### config.mk
export PLATFORM = sky130hd
export DESIGN_NAME = vga_timing_gen
export DESIGN_NICKNAME = d
export VERILOG_FILES = /design/src/rtl/vga_timing_pkg.sv /design/src/rtl/vga_axis_counter.sv /design/src/rtl/vga_timing_gen.sv
export SDC_FILE = /design/constraint.sdc
export NUM_CORES = 1
export LEC_CHECK = 0
export CORE_MARGIN = 2
export CORE_UTILIZATION = 54
export DETAILED_ROUTE_END_ITERATION = 8
export HOLD_SLACK_MARGIN = 0.12
export PLACE_DENSITY = 0.87
export SLEW_MARGIN = 20
export SYNTH_ARGS = -nofsm -noshare
export SYNTH_HDL_FRONTEND = slang
export SYNTH_SLANG_ARGS = --single-unit
### constraint.sdc
create_clock -name Clk -period 4.86 [get_ports Clk]
set_input_delay 0.972 -clock Clk [delete_from_list [all_inputs] [get_ports Clk]]
set_output_delay 0.972 -clock Clk [all_outputs]
set_load 0.1 [all_outputs]
### src/rtl/vga_timing_pkg.sv
// rtl/vga_timing_pkg.sv - 640x480@60 timing constants and the coordinate type
package vga_timing_pkg;

  typedef logic [9:0] coord_t;

  localparam int H_VIS        = 640;
  localparam int H_FRONT      = 16;
  localparam int H_SYNC       = 96;
  localparam int H_BACK       = 48;
  localparam int H_TOTAL      = H_VIS + H_FRONT + H_SYNC + H_BACK;
  localparam int H_SYNC_START = H_VIS + H_FRONT;
  localparam int H_SYNC_END   = H_SYNC_START + H_SYNC - 1;

  localparam int V_VIS        = 480;
  localparam int V_FRONT      = 10;
  localparam int V_SYNC       = 2;
  localparam int V_BACK       = 33;
  localparam int V_TOTAL      = V_VIS + V_FRONT + V_SYNC + V_BACK;
  localparam int V_SYNC_START = V_VIS + V_FRONT;
  localparam int V_SYNC_END   = V_SYNC_START + V_SYNC - 1;

endpackage

### src/rtl/vga_axis_counter.sv
// rtl/vga_axis_counter.sv - one timing axis: wrapping position counter plus registered active-low sync
module vga_axis_counter
  import vga_timing_pkg::*;
(
  input  logic   i_clk,
  input  logic   i_reset,
  input  logic   i_enable,
  input  coord_t i_total,
  input  coord_t i_sync_start,
  input  coord_t i_sync_end,
  output coord_t o_count,
  output logic   o_wrap,
  output logic   o_sync_n
);

  coord_t r_count;
  logic   r_sync_n;
  coord_t w_next;

  assign o_wrap = i_enable && (r_count == i_total - 10'd1);

  always_comb begin
    w_next = r_count;
    if (i_enable) w_next = o_wrap ? '0 : r_count + 10'd1;
  end

  // sync is derived from the next count so it lines up with the count it describes
  always_ff @(posedge i_clk) begin
    if (i_reset) begin
      r_count  <= '0;
      r_sync_n <= 1'b1;
    end else begin
      r_count  <= w_next;
      r_sync_n <= !((w_next >= i_sync_start) && (w_next <= i_sync_end));
    end
  end

  assign o_count  = r_count;
  assign o_sync_n = r_sync_n;

endmodule

### src/rtl/vga_timing_gen.sv
// rtl/vga_timing_gen.sv - VGA raster timing generator; VGA_FRAME_COUNT_EN adds a 16-bit frame counter
module vga_timing_gen
  import vga_timing_pkg::*;
#(
  parameter int H_VISIBLE     = 640,
  parameter int V_VISIBLE     = 480,
  parameter int H_LINE_TOTAL  = H_TOTAL,
  parameter int H_SYNC_FIRST  = H_SYNC_START,
  parameter int H_SYNC_LAST   = H_SYNC_END,
  parameter int V_FRAME_TOTAL = V_TOTAL,
  parameter int V_SYNC_FIRST  = V_SYNC_START,
  parameter int V_SYNC_LAST   = V_SYNC_END
) (
  input  logic   Clk,
  input  logic   Reset,
  output logic   pixel_clk,
  output logic   hs,
  output logic   vs,
  output logic   blank,
  output logic   sync,
  output coord_t DrawX,
  output coord_t DrawY,
  output logic   frame_start
`ifdef VGA_FRAME_COUNT_EN
  ,output logic [15:0] frame_count
`endif
);

  localparam coord_t C_H_TOTAL = coord_t'(H_LINE_TOTAL);
  localparam coord_t C_H_SS    = coord_t'(H_SYNC_FIRST);
  localparam coord_t C_H_SE    = coord_t'(H_SYNC_LAST);
  localparam coord_t C_V_TOTAL = coord_t'(V_FRAME_TOTAL);
  localparam coord_t C_V_SS    = coord_t'(V_SYNC_FIRST);
  localparam coord_t C_V_SE    = coord_t'(V_SYNC_LAST);
  localparam coord_t C_H_VIS   = coord_t'(H_VISIBLE);
  localparam coord_t C_V_VIS   = coord_t'(V_VISIBLE);

  logic   r_pixel_clk;
  logic   r_blank;
  logic   r_frame_start;
  logic   w_tick;
  logic   w_h_wrap;
  logic   w_v_wrap;
  logic   w_hs_n;
  logic   w_vs_n;
  coord_t w_x;
  coord_t w_y;
  coord_t w_x_next;
  coord_t w_y_next;

  assign w_tick = r_pixel_clk;

  vga_axis_counter u_h_axis (
    .i_clk        (Clk),
    .i_reset      (Reset),
    .i_enable     (w_tick),
    .i_total      (C_H_TOTAL),
    .i_sync_start (C_H_SS),
    .i_sync_end   (C_H_SE),
    .o_count      (w_x),
    .o_wrap       (w_h_wrap),
    .o_sync_n     (w_hs_n)
  );

  vga_axis_counter u_v_axis (
    .i_clk        (Clk),
    .i_reset      (Reset),
    .i_enable     (w_h_wrap),
    .i_total      (C_V_TOTAL),
    .i_sync_start (C_V_SS),
    .i_sync_end   (C_V_SE),
    .o_count      (w_y),
    .o_wrap       (w_v_wrap),
    .o_sync_n     (w_vs_n)
  );

  // Mirror the axis counters' next values so blank is registered in step with DrawX/DrawY
  always_comb begin
    w_x_next = w_x;
    w_y_next = w_y;
    if (w_tick)   w_x_next = w_h_wrap ? '0 : w_x + 10'd1;
    if (w_h_wrap) w_y_next = w_v_wrap ? '0 : w_y + 10'd1;
  end

  always_ff @(posedge Clk) begin
    if (Reset) begin
      r_pixel_clk   <= 1'b0;
      r_blank       <= 1'b1;
      r_frame_start <= 1'b0;
    end else begin
      r_pixel_clk   <= ~r_pixel_clk;
      r_blank       <= (w_x_next < C_H_VIS) && (w_y_next < C_V_VIS);
      r_frame_start <= w_v_wrap;
    end
  end

`ifdef VGA_FRAME_COUNT_EN
  logic [15:0] r_frame_count;

  always_ff @(posedge Clk) begin
    if (Reset)         r_frame_count <= '0;
    else if (w_v_wrap) r_frame_count <= r_frame_count + 16'd1;
  end

  assign frame_count = r_frame_count;
`endif

  assign pixel_clk   = r_pixel_clk;
  assign hs          = w_hs_n;
  assign vs          = w_vs_n;
  assign blank       = r_blank;
  assign sync        = 1'b0;
  assign DrawX       = w_x;
  assign DrawY       = w_y;
  assign frame_start = r_frame_start;

endmodule

# After elaboration in Yosys (flattened, before gate mapping)
# Cells that the tools add are included.
[word_totals]
input_bits = 2
elab_cells = 29
output_inout_bits = 26
regBits = 25
[op_classes]
n_reduce_logical = 7
n_eq_ne = 2
bitwise = 1
order_cmp = 6
add_sub_neg = 2
mux = 4
[ops]
columns = ["op", "count"]
rows = [
  ["$mux W10", 4],
  ["$add A10 B1 Y10 const B", 2],
  ["$eq A10 B10 Y1 const B", 2],
  ["$ge A10 B10 Y1 const B", 1],
  ["$ge A10 B9 Y1 const B", 1],
  ["$le A10 B10 Y1 const B", 1],
  ["$le A10 B9 Y1 const B", 1],
  ["$lt A10 B10 Y1 const B", 1],
  ["$lt A10 B9 Y1 const B", 1],
  ["$logic_and A1 B1 Y1", 5],
  ["$logic_not A1 Y1", 2],
  ["$not A1 Y1", 1],
]

# Depth between registers and ports, before layout
[logic_depth]
ltp_word = 8
ltp_mapped = 9

# Hierarchy
# Synthesis repeated with hierarchy kept, for this count alone.
[hier_totals]
cells_unflattened = 371
area_unflattened_um2 = 2971.6
[by_module_without_submodules]
columns = ["mod", "n_inst", "cells_per_inst", "area_per_inst_um2"]
rows = [
  ["vga_axis_counter at u_h_axis", 1, 173, 1413.9],
  ["vga_axis_counter at u_v_axis", 1, 171, 1367.6],
  ["vga_timing_gen", 1, 27, 190.2],
]

# Worst setup path after synthesis
# OpenSTA, ideal clock, no wires.
[synth_timing]
kind = "register to register"
from = "reg u_v_axis.r_count[2], in the netlist u_v_axis.o_count[2]"
to = "reg u_v_axis.r_sync_n, in the netlist u_v_axis.o_sync_n"
arrival_ns = 2.448
setup_slack_ns = 2.274
setup_time_ns = 0.137
path_stages_with_launch = 8
required_time_ns = 4.723
path_buffers = 1
cell_sequence = "dfxtp_1 > clkbuf_2 > nand4_1 > nor4_4 > mux2i_1 > nor3_2 > nor4b_2 > nand4_1"
[synth_via]
elab_chain_len = 7
elab_cells_between_ends = 9
[synth_lines]
columns = ["element", "line_no", "source"]
rows = [
  ["from (decl)", "vga_axis_counter.sv:16", "coord_t r_count;"],
  ["from (signal assigned)", "vga_axis_counter.sv:33", "r_count <= w_next;"],
  ["parallel branches: the longest is 3 deep, another holds $add A10 B1 Y10", "-", ""],
  ["$mux W10 *", "vga_axis_counter.sv:24", "if (i_enable) w_next = o_wrap ? '0 : r_count + 10'd1;"],
  ["$ge A10 B9 Y1 / $le A10 B9 Y1 (equally long branches)", "vga_axis_counter.sv:34", "r_sync_n <= !((w_next >= i_sync_start) && (w_next <= i_sync_end));"],
  ["$logic_and A1 B1 Y1 *", "vga_axis_counter.sv:34", ""],
  ["$logic_not A1 Y1 *", "vga_axis_counter.sv:34", ""],
  ["to (signal assigned)", "vga_axis_counter.sv:34", ""],
  ["to (decl)", "vga_axis_counter.sv:17", "logic r_sync_n;"],
]
# Every way passes the cells marked *.
# A chain may end at the register's enable or synchronous reset.

# Final worst setup path
[layout_timing]
from = "reg u_h_axis.r_count[6], in the netlist u_h_axis.o_count[6]"
to = "out DrawX[6]"
[layout_lines]
columns = ["element", "line_no", "source"]
rows = [
  ["from (decl)", "vga_axis_counter.sv:16", ""],
  ["from (signal assigned)", "vga_axis_counter.sv:33", ""],
  ["to (decl)", "vga_timing_gen.sv:21", "output coord_t DrawX,"],
]
# No word-level cell between the ends.

==> out/qor_table.md <==
| Quantity | This run |
| --- | --- |
| Post-synth cell types | 41 |
| Horiz. Die Dim | 54.10 um |
| Critical Path Source Type | flip-flop |
| Synthesized instance count | 154 |
| End of the worst register-to-register path | u_v_axis.o_sync_n |
| Max-cap violation count | 0 |
| Setup slack on the worst flop-to-flop path | 2.35 ns |
| Global-route total usage across every layer | 21.00% |
| Total number of placement rows | 18 |
| Category of the critical setup timing path | flip-flop to output pin |
| Final global-route overflow total | 0 |
| Min-delay src | u_h_axis.o_count[1] |
| Number of setup buffers added after CTS | 0 |
| Buffer type at the clock tree root | sky130_fd_sc_hd__clkbuf_4 |
| Slew at the pin closest to its max-slew limit | 0.9749 ns |
| CTS tree | built |
| Post-route cell area | 1630 um2 |
| Via count of the first global-routing pass | 1,073 |
| Post-synth EDFFs | 0 |
| Weighted congestion at the end of routability-driven global placement | 0.8637 |
| Largest delay share family, worst path | buffers and inverters |
| CTS sink cnt | 25 |
| Cell area after synthesis | 1355 um2 |
| Data required time at the worst endpoint | 3.89 ns |
| Run status | finished, final reports clean |
| Worst Hold Endpoint | u_h_axis.o_count[1] |
| Post-CTS Hold Fix Bufs | 0 |
| Tcrit/Tclk final | 62.91% |
| First-pass GRT wire length | 4478 um |
| Unrepaired setup endpoints after global routing | false |
| Dominant cell type by area after synthesis | sky130_fd_sc_hd__dfxtp_1 |
| Number of buffers created by CTS | 3 |
| Maximum cell stage delay along the critical path | 1.21 ns |
| Most used standard cells in the synthesized netlist | sky130_fd_sc_hd__dfxtp_1, sky130_fd_sc_hd__nor2_1, sky130_fd_sc_hd__xor2_1 |
| Net total in the final layout | 180 |
| Number of H-tree branching levels | 1 |
| Smallest setup slack after layout | 1.803 ns |
| Number of I/O port buffers | 26 |
| Die boundary height | 54.10 um |
| Post-synth top area share | 36.93% |
| Maximum achievable frequency | 327.1 MHz |
| Buffer levels on the longest clock path | 2 |
| Predominant post-synthesis flop cell | sky130_fd_sc_hd__dfxtp_1 |
| Number of fill cells | 221 |
| Clock-pin slew on the worst setup and hold paths | 0.12 ns |
| Worst-case clock skew | 0.003245 ns |
| Number of cells on the worst hold path | 2 |
| Gates resized, CTS repair | 0 |
| Critical-path maximum fanout | 11 |
| Placed cell areas | 1604 um2 |
| Antenna violations before repair | 0 |
| Number of nets in the synthesized netlist | 159 |
| TNS Setup | 0 ns |
| Final routed wirelength across all metal layers | 2759 um |
| Ratio of routed vias to standard cells | 5.657 |
| Fraction of final layout cells sized beyond drive strength 1 | 7.471% |
| Worst path cell trace | clkdlybuf4s50_1 |
| Sequential cell area fraction in the yosys report | 36.93% |
| Ranking of synthesized cells by area | sky130_fd_sc_hd__dfxtp_1, sky130_fd_sc_hd__xor2_1, sky130_fd_sc_hd__nor2_1, sky130_fd_sc_hd__ha_1, sky130_fd_sc_hd__nand4_1 |
| Drt drc | 0 |
| Critical register-to-register path startpoint | u_h_axis.o_count[0] |
| Std-Cell Core Area | 2432 um2 |
| Minimum hold slack | 0.5328 ns |
| Number of search-and-repair iterations in the first detailed-routing pass | 4 |
| Full die area | 2926 um2 |
| Drt wl/cell | 13.52 um |
| Cell with the most instances after synthesis | sky130_fd_sc_hd__dfxtp_1 |
| Leak pwr | 0.6292 nW |
| Tightest slew margin relative to the limit | 34.81% |
| Via count | 1,154 |
| Sum of net half-perimeters after detailed placement | 2106 um |
| Min-Delay Path Class | flip-flop to flip-flop |
| Antenna violation net count after detailed routing | 0 |
| Final critical-path required period | 3.057 ns |
| Worst path slowest cell | sky130_fd_sc_hd__clkdlybuf4s50_1 |
| Total of warnings raised by yosys | 0 |
| Maximum number of pins on one net before global-route repair | 15 |
| Critical path data arrival time | 2.09 ns |
| Signed area change from the synthesized netlist to the final layout | 20.31% |
| Worst reg2reg path depth | 8 |
| Initial core utilization | 55.71% |
| Synth async-reset ratio | 0% |
| Number of antenna cells inserted | 0 |
| Max-slew violation count | 0 |
| Ports | 28 |
| Mean cell area of the mapped netlist | 8.799 um2 |
| Worst slack, placed | 2.171 ns |
| Critical path startpoint | u_h_axis.o_count[6] |
| Initial drt markers | 26 |
| Power per standard cell area | 201.6 nW/um2 |
| Total of endpoints with negative setup slack in the final report | 0 |
| Final Hold Viols | 0 |
| Kind of end point of the critical path | output pin |
| Max VDD drop | 169.1 uV |
| Buf/Inv on CP | 1 |
| Latest clock arrival within the worst-skew pair | 0.31 ns |
| Number of register bits inferred by synthesis | 25 |
area by class of cell:
type / instances / area, um2 / share of cell area [%]
clock buffer: 4 / 26.28 / 1.612
tap: 30 / 37.54 / 2.302
multi-input combinational: 112 / 775.7 / 47.58
sequential: 25 / 500.5 / 30.70
timing repair buffer: 27 / 267.8 / 16.42
inverter: 6 / 22.52 / 1.381
per-stage QoR:
step                      utilization (%)   power, W  std cells
after floorplan                         -  0.0002380        154
after global placement              65.95  0.0002425        200
after detailed placement            65.95  0.0002430        200
after CTS                           67.03  0.0003335        204
after global routing                67.03  0.0003415        204
final                               67.03  0.0003287        204
registers in the layout, summed over array words and instances (netlist names):
name / cells
pixel_clk: 1
u_v_axis.o_count: 10
frame_start: 1
u_v_axis.o_sync_n: 1
blank: 1
u_h_axis.o_count: 10
u_h_axis.o_sync_n: 1
kinds of logic after synthesis:
family                   synth area share [%]
AO/OA/AOI/OAI                           4.155
XOR/XNOR                                12.28
adder cells (fa/ha/maj)                 2.770
buffers and inverters                   5.816
flip-flops                              36.93
multiplexers                            3.047
other                                  0.2767
AND/OR/NAND/NOR                         34.72
power by group:
group / switching (W) / total (W) / internal, W
Sequential: 0.00000338 / 0.000210 / 0.000207
Combinational: 0.0000222 / 0.0000283 / 0.00000607
Clock: 0.0000582 / 0.0000903 / 0.0000321
Total: 0.0000838 / 0.000329 / 0.000245
per-layer routing:
| metal | track usage [%] | wire length [um] |
|---|---|---|
| met5 | 0 | 0 |
| met4 | 7.917 | 34 |
| met3 | 2.500 | 124 |
| met2 | 39.02 | 1430 |
| met1 | 24.32 | 1170 |
worst max-delay path by stage:
stage                                   end  slack (ns)  cells past startpoint
after CTS                          DrawX[6]        1.81                      1
after detailed placement           DrawX[6]        2.17                      1
after global routing               DrawX[6]        1.72                      1
after floorplan           u_v_axis.o_sync_n        2.27                      7
final                              DrawX[6]        1.80                      1
after global placement             DrawX[6]        2.19                      1
placed cells by master, fill, tap and decap left out, types with 4 or more instances in the layout:
cell type                         synthesis  final
sky130_fd_sc_hd__nand2_1                  7      7
sky130_fd_sc_hd__nor2_1                  23     23
sky130_fd_sc_hd__nand3_1                  7      7
sky130_fd_sc_hd__inv_1                    6      6
sky130_fd_sc_hd__xor2_1                  15     15
sky130_fd_sc_hd__xnor2_1                  4      4
sky130_fd_sc_hd__nand4_1                  6      6
sky130_fd_sc_hd__dfxtp_1                 25     25
sky130_fd_sc_hd__clkdlybuf4s50_1          0     26
sky130_fd_sc_hd__nor3_1                   6      6
worst register-to-register path: cells and delay by family (launching register included):
kind,cells,cell delay [ns]
DFF,1,0.45
adders and majority gates,1,0.23
buffers and inverters,1,0.26
and+or+nand+nor,5,1.27
xor gates and xnor gates,1,0.18
(Power assumes the default switching activity.)
